==> src/rtl/banco_registros_pkg.sv <==
// Shared constants and the address-width helper for the register bank.
package banco_registros_pkg;

    localparam int ANCHO_DEF = 32;
    localparam int NREG_DEF  = 32;

    // Smallest address width covering n entries (minimum 1 bit).
    function automatic int dir_ancho(input int n);
        dir_ancho = 1;
        for (int unsigned i = 1; i < 7; i++) begin
            if ((32'd1 << i) < n) dir_ancho = int'(i) + 1;
        end
    endfunction

endpackage

==> src/rtl/marcador_pendientes.sv <==
// Pending-load scoreboard: one bit per register, set by a reservation and
// cleared by the write that retires it.
module marcador_pendientes
    import banco_registros_pkg::*;
#(
    parameter int NREG      = NREG_DEF,
    parameter int NLEC      = 2,
    parameter int BYPASS    = 1,
    parameter int CERO_FIJO = 1,
    parameter int DIR_W     = dir_ancho(NREG)
) (
    input  logic                  clk,
    input  logic                  rst_n,
    input  logic [NLEC*DIR_W-1:0] dirlec,
    output logic [NLEC-1:0]       listolec,
    input  logic                  enesc,
    input  logic [DIR_W-1:0]      diresc,
    input  logic                  enres,
    input  logic [DIR_W-1:0]      dirres,
    output logic [NREG-1:0]       pendientes
);

    logic [NREG-1:0]  pend_q;
    logic [NREG-1:0]  pend_d;
    logic [DIR_W-1:0] dir_k;

    // Reservation is applied after the clear so it wins on the same address.
    always_comb begin
        pend_d = pend_q;
        if (enesc) pend_d[diresc] = 1'b0;
        if (enres) pend_d[dirres] = 1'b1;
        if (CERO_FIJO != 0) pend_d[0] = 1'b0;
    end

    always_ff @(posedge clk or negedge rst_n) begin
        if (!rst_n) pend_q <= '0;
        else        pend_q <= pend_d;
    end

    always_comb begin
        listolec = '0;
        dir_k    = '0;
        for (int unsigned k = 0; k < NLEC; k++) begin
            dir_k       = dirlec[k*DIR_W +: DIR_W];
            listolec[k] = ~pend_q[dir_k];
            if ((BYPASS != 0) && enesc && (diresc == dir_k) && !(enres && (dirres == dir_k)))
                listolec[k] = 1'b1;
        end
    end

    assign pendientes = pend_q;

endmodule

==> src/rtl/banco_registros.sv <==
// Multi-port register file with optional write-through bypass, hardwired
// zero register and a pending-load scoreboard.
module banco_registros
    import banco_registros_pkg::*;
#(
    parameter int ANCHO     = ANCHO_DEF,
    parameter int NREG      = NREG_DEF,
    parameter int NLEC      = 2,
    parameter int BYPASS    = 1,
    parameter int CERO_FIJO = 1,
    localparam int DIR_W    = dir_ancho(NREG)
) (
    input  logic                  clk,
    input  logic                  rst_n,
    input  logic [NLEC*DIR_W-1:0] dirlec,
    output logic [NLEC*ANCHO-1:0] datolec,
    output logic [NLEC-1:0]       listolec,
    input  logic                  enesc,
    input  logic [DIR_W-1:0]      diresc,
    input  logic [ANCHO-1:0]      datoesc,
    input  logic                  enres,
    input  logic [DIR_W-1:0]      dirres,
    output logic [NREG-1:0]       pendientes
);

    logic [ANCHO-1:0] mem_q [NREG];
    logic             escribe;
    logic [DIR_W-1:0] dir_k;
    logic [ANCHO-1:0] dato_k;

    assign escribe = enesc && !((CERO_FIJO != 0) && (diresc == '0));

    always_ff @(posedge clk or negedge rst_n) begin
        if (!rst_n) begin
            for (int unsigned i = 0; i < NREG; i++) mem_q[i] <= '0;
        end else if (escribe) begin
            mem_q[diresc] <= datoesc;
        end
    end

    // Bypass is masked during reset so reads show the cleared array.
    always_comb begin
        datolec = '0;
        dir_k   = '0;
        dato_k  = '0;
        for (int unsigned k = 0; k < NLEC; k++) begin
            dir_k  = dirlec[k*DIR_W +: DIR_W];
            dato_k = mem_q[dir_k];
            if ((BYPASS != 0) && rst_n && escribe && (diresc == dir_k)) dato_k = datoesc;
            if ((CERO_FIJO != 0) && (dir_k == '0)) dato_k = '0;
            datolec[k*ANCHO +: ANCHO] = dato_k;
        end
    end

    marcador_pendientes #(
        .NREG      (NREG),
        .NLEC      (NLEC),
        .BYPASS    (BYPASS),
        .CERO_FIJO (CERO_FIJO),
        .DIR_W     (DIR_W)
    ) u_marcador (
        .clk        (clk),
        .rst_n      (rst_n),
        .dirlec     (dirlec),
        .listolec   (listolec),
        .enesc      (enesc),
        .diresc     (diresc),
        .enres      (enres),
        .dirres     (dirres),
        .pendientes (pendientes)
    );

endmodule

==> config.mk <==
export PLATFORM = sky130hd
export DESIGN_NAME = banco_registros
export DESIGN_NICKNAME = d
export VERILOG_FILES = /design/src/rtl/banco_registros_pkg.sv /design/src/rtl/marcador_pendientes.sv /design/src/rtl/banco_registros.sv
export SDC_FILE = /design/constraint.sdc
export NUM_CORES = 2
export LEC_CHECK = 0
export ABC_CLOCK_PERIOD_IN_PS = 2300
export BUFFER_PORTS_ARGS = -buffer_cell sky130_fd_sc_hd__buf_2
export CORE_ASPECT_RATIO = 0.9
export CORE_MARGIN = 1
export CORE_UTILIZATION = 55
export DETAILED_ROUTE_END_ITERATION = 12
export PLACE_DENSITY = 0.8
export SLEW_MARGIN = 20
export SYNTH_ARGS = -nofsm -noshare
export SYNTH_HDL_FRONTEND = slang
export SYNTH_SLANG_ARGS = --single-unit
==> constraint.sdc <==
create_clock -name clk -period 2.3 [get_ports clk]
set_clock_uncertainty 0.1 [all_clocks]
set_input_delay 0 -clock clk [delete_from_list [all_inputs] [get_ports clk]]
set_output_delay 0 -clock clk [all_outputs]
set_load 0.05 [all_outputs]
==> parameters.txt <==
Parameter                              Value

Finish
  Post-layout util    66.5%
  Fraction of layout cells with a size suffix above 1    55.0%
  Nets    4,448
  Area occupied by multi-input gates    30,200 sq um
  Filler cells    6,829
  Sequential cell area    26,400 sq um
  Synthesis-to-finish area growth    19.7%
  Fin area    68,900 sq um
  Ant diodes    0

Detailed routing
  Drt first-iter violations    4,940
  Top routing layer used    met5
  Post-DR wirelength/cell    32.6 microns
  Detailed-route via count    41,500
  Metal1 wirelength    69,500 microns
  Initial DRT Pass Iterations    8
  Detail Route met2 WL    86,200 microns
  DRT Wirelength    191,000 microns
  Number of nets with antenna violations after detailed routing    0
  Met3 wire len    21,800 microns
  Post-detailed-route DRC marker count    0
  Vias per cell    7.09

Floorplan
  DIE HEIGHT    309 microns
  Total number of placement rows    112
  Horizontal die dimension    343 microns
  Initial core utilization    55.5%
  Core footprint    104,000 sq um
  Die footprint    106,000 sq um
  Number of top-level pins    154

Setup path
  Critical path's slowest cell    mux4_2
  Critical path required time    2.20 ns
  Maximum net fanout on the critical path    3
  Category of cells accounting for the largest share of critical-path delay    multiplexers
  Data arrival time of the critical path    2.63 ns
  Cell count of the worst reg-to-reg path    4
  Buffers plus inverters on the worst setup path    1
  Delay of the slowest cell on the worst path    0.54 ns
  Endpoint of the lowest-slack register-to-register path    u_marcador.pendientes[30]
  Worst Setup End Kind    output port
  Crit path cell chain    mux4_2, mux2_4, o22ai_4, o211ai_2, o211a_4, buf_12
  Number of stages on the worst setup path    6
  Startpoint Class    flop
  Type of the worst setup path    reg2out
  Startpoint of the worst register-to-register path    u_marcador.pendientes[30]
  Internal reg-to-reg setup slack    0.78 ns

CTS
  Number of clock sinks seen by CTS    1,055
  H-Tree Level Count    3
  Max clock buf depth    3
  Clock edge transition at the registers on the reported setup and hold paths    0.06 ns
  Clk Latency, worst-skew pair    0.69 ns
  Cts bufs inserted    114
  TritonCTS clock tree    built
  Root cell of the clock tree    clkbuf_16

Placed design
  HPWL after detailed placement    110,000 microns
  Pre-CTS setup slack    0.00303 ns
  Count of input and output buffers    152
  Routability cong.    0.888
  Post-DP Area    61,900 sq um

Power and ir drop
  IR drop worst, VDD    708 uV
  Sw Pwr    17.3 mW
  Sw frac    29.6%
  Power per Cell Area    851 nW/um^2
  Total leakage power    30.7 nW
  Cell internal pwr    41.3 mW
  Clock group share of total power    32.1%
  Final Power    58.7 mW
  Sequential power share    42.5%
  Part of the total power dissipated in combinational logic    25.4%

STA
  Period utilization    119%
  Final worst setup slack    -0.428 ns
  Final Critical Period    2.73 ns
  Slew at the pin with the worst max-slew slack    1.03 ns
  Number of failing hold endpoints at the final stage    0
  Final setup violation count    66
  Slew margin rel.    31.1%
  Highest achievable clock rate    367 MHz
  RSZ-0062 raised after global routing    true
  Max Slew Vio Count    0

Synth
  Post-synthesis register bit count    1,055
  EDFF count, synth    0
  Post-Syn Nets    4,142
  FFs w/ async S/R, synth    100%
  Count of mapped cells out of synthesis    4,086
  Yosys warnings    0
  Mapped Area    57,600 sq um
  Average instance area after synthesis    14.1 sq um
  Most used DFF post-synth    dfrtp_1
  Sequential area share after synthesis    45.8%
  Number of unique standard cell types used by synthesis    58

GRT
  Global route overflow    0
  Global router's overall resource usage    35.8%
  Pin count of the biggest net entering global routing    186
  Number of antenna violations at the first check in global routing    1
  Via count of the first global-routing pass    42,900
  Wire length of the first global-routing pass    281,000 microns

Run status
  Violations in the final reports    setup timing
  Run status    complete, but fails checks

Flow run
  Max-cap check violation count    0

Hold path
  Min-Delay Path Class    in2async
## state kept, by name, indices dropped and copies added, names as in the netlist
register,cells
mem_q,1024
u_marcador.pendientes,31
## through the flow
stage | setup TNS (ns) | std cells | hold WS (ns)
finish | -15.22 | 5852 | 0.0341
detailed placement | 0 | 5439 | -0.296
global route | -18.79 | 5852 | 0.0327
global placement | 0 | 5439 | -0.294
floorplan | -5.06 | 4086 | -0.396
CTS | -15.86 | 5814 | 0.00145
## synthesized netlist by cell type (6+ instances only)
cell | count | area (sq um)
o22ai_2 | 6 | 75.1
nor3_1 | 33 | 165
o22ai_1 | 57 | 357
nor2_1 | 115 | 432
mux4_2 | 366 | 8240
a22oi_1 | 85 | 638
o221ai_1 | 9 | 78.8
mux2i_1 | 335 | 3350
xnor2_1 | 6 | 52.6
buf_4 | 54 | 405
clkbuf_1 | 213 | 800
dfrtp_1 | 1055 | 26400
a211oi_1 | 36 | 270
o21ai_0 | 36 | 180
mux2_1 | 8 | 90.1
nor3b_1 | 10 | 75.1
buf_1 | 42 | 158
a21oi_1 | 74 | 370
a22o_1 | 46 | 403
xor2_1 | 13 | 114
a221oi_1 | 32 | 280
mux2_2 | 1037 | 11700
a31oi_1 | 33 | 206
a221o_1 | 22 | 220
buf_6 | 32 | 360
o211ai_2 | 29 | 363
nand2_1 | 69 | 259
o211a_1 | 31 | 310
buf_2 | 125 | 626
nand3_1 | 8 | 40.0
nand3b_1 | 7 | 52.6
## kinds of logic after synthesis
group	share of synthesized area [%]
simple gates	2.26
mux	40.7
other cells	0.00651
buf+inv	4.19
flops	45.8
compound gates	6.67
xor+xnor	0.317
## layout make-up
type | instances | share of cell area, %
Multi-Input combinational cell | 2556 | 43.8
Sequential cell | 1055 | 38.3
Timing Repair Buffer | 661 | 9.83
Clock buffer | 168 | 4.87
Tap cell | 1368 | 2.48
Clock inverter | 40 | 0.679
Inverter | 4 | 0.0218
## per-layer routing
metal | track usage [%] | up-vias
li1 | - | 16300
met1 | 47.0 | 21600
met2 | 54.1 | 2786
met3 | 9.22 | 850
met4 | 21.0 | 4
met5 | 0 | -
## power groups by stage
| stage | combinational, mW | clock [mW] | sequential [mW] |
|---|---|---|---|
| global route | 15.6 | 19.7 | 25.3 |
| global placement | 12.4 | 0 | 24.9 |
| detailed placement | 12.8 | 0 | 25.2 |
| CTS | 14.2 | 18.9 | 24.8 |
| floorplan | 9.26 | 0 | 24.6 |
| finish | 14.9 | 18.8 | 24.9 |
## placed cells by master, fill, tap and decap left out, types with 50 or more instances in the layout
| master | n |
|---|---|
| clkbuf_16 | 115 |
| buf_4 | 340 |
| mux2_2 | 1008 |
| mux2i_1 | 332 |
| a22oi_1 | 85 |
| buf_12 | 124 |
| o22ai_2 | 51 |
| mux4_2 | 368 |
| buf_2 | 76 |
| nor2_1 | 94 |
| dlygate4sd3_1 | 59 |
| buf_6 | 50 |
| dfrtp_1 | 1042 |
| nand2_1 | 52 |
## repair_timing
item | in CTS | in global routing
endpoints found under the setup margin | 66 | 66
hold endpoints to repair | 1560 | 0
setup buffers | 115 | 37
pin swaps | 99 | 53
hold buffers | 59 | 0
resized for setup | 248 | 93
## tightest hold or removal path: stages
cell and delay (ns):
buf_8 0.09, dlygate4sd3_1 0.79, buf_4 0.33
## how the worst max path moves through the flow
stage | startpoint | endpoint | slack [ns]
CTS | u_marcador.pendientes[27] | listolec[1] | -0.43
finish | mem_q[717] | datolec[13] | -0.43
floorplan | dirlec[5] | datolec[33] | -0.16
global placement | dirlec[5] | datolec[49] | 0.0007
detailed placement | dirlec[7] | datolec[57] | 0.003
global route | mem_q[717] | datolec[13] | -0.45
Note: power is estimated with default switching activity, not from simulation.
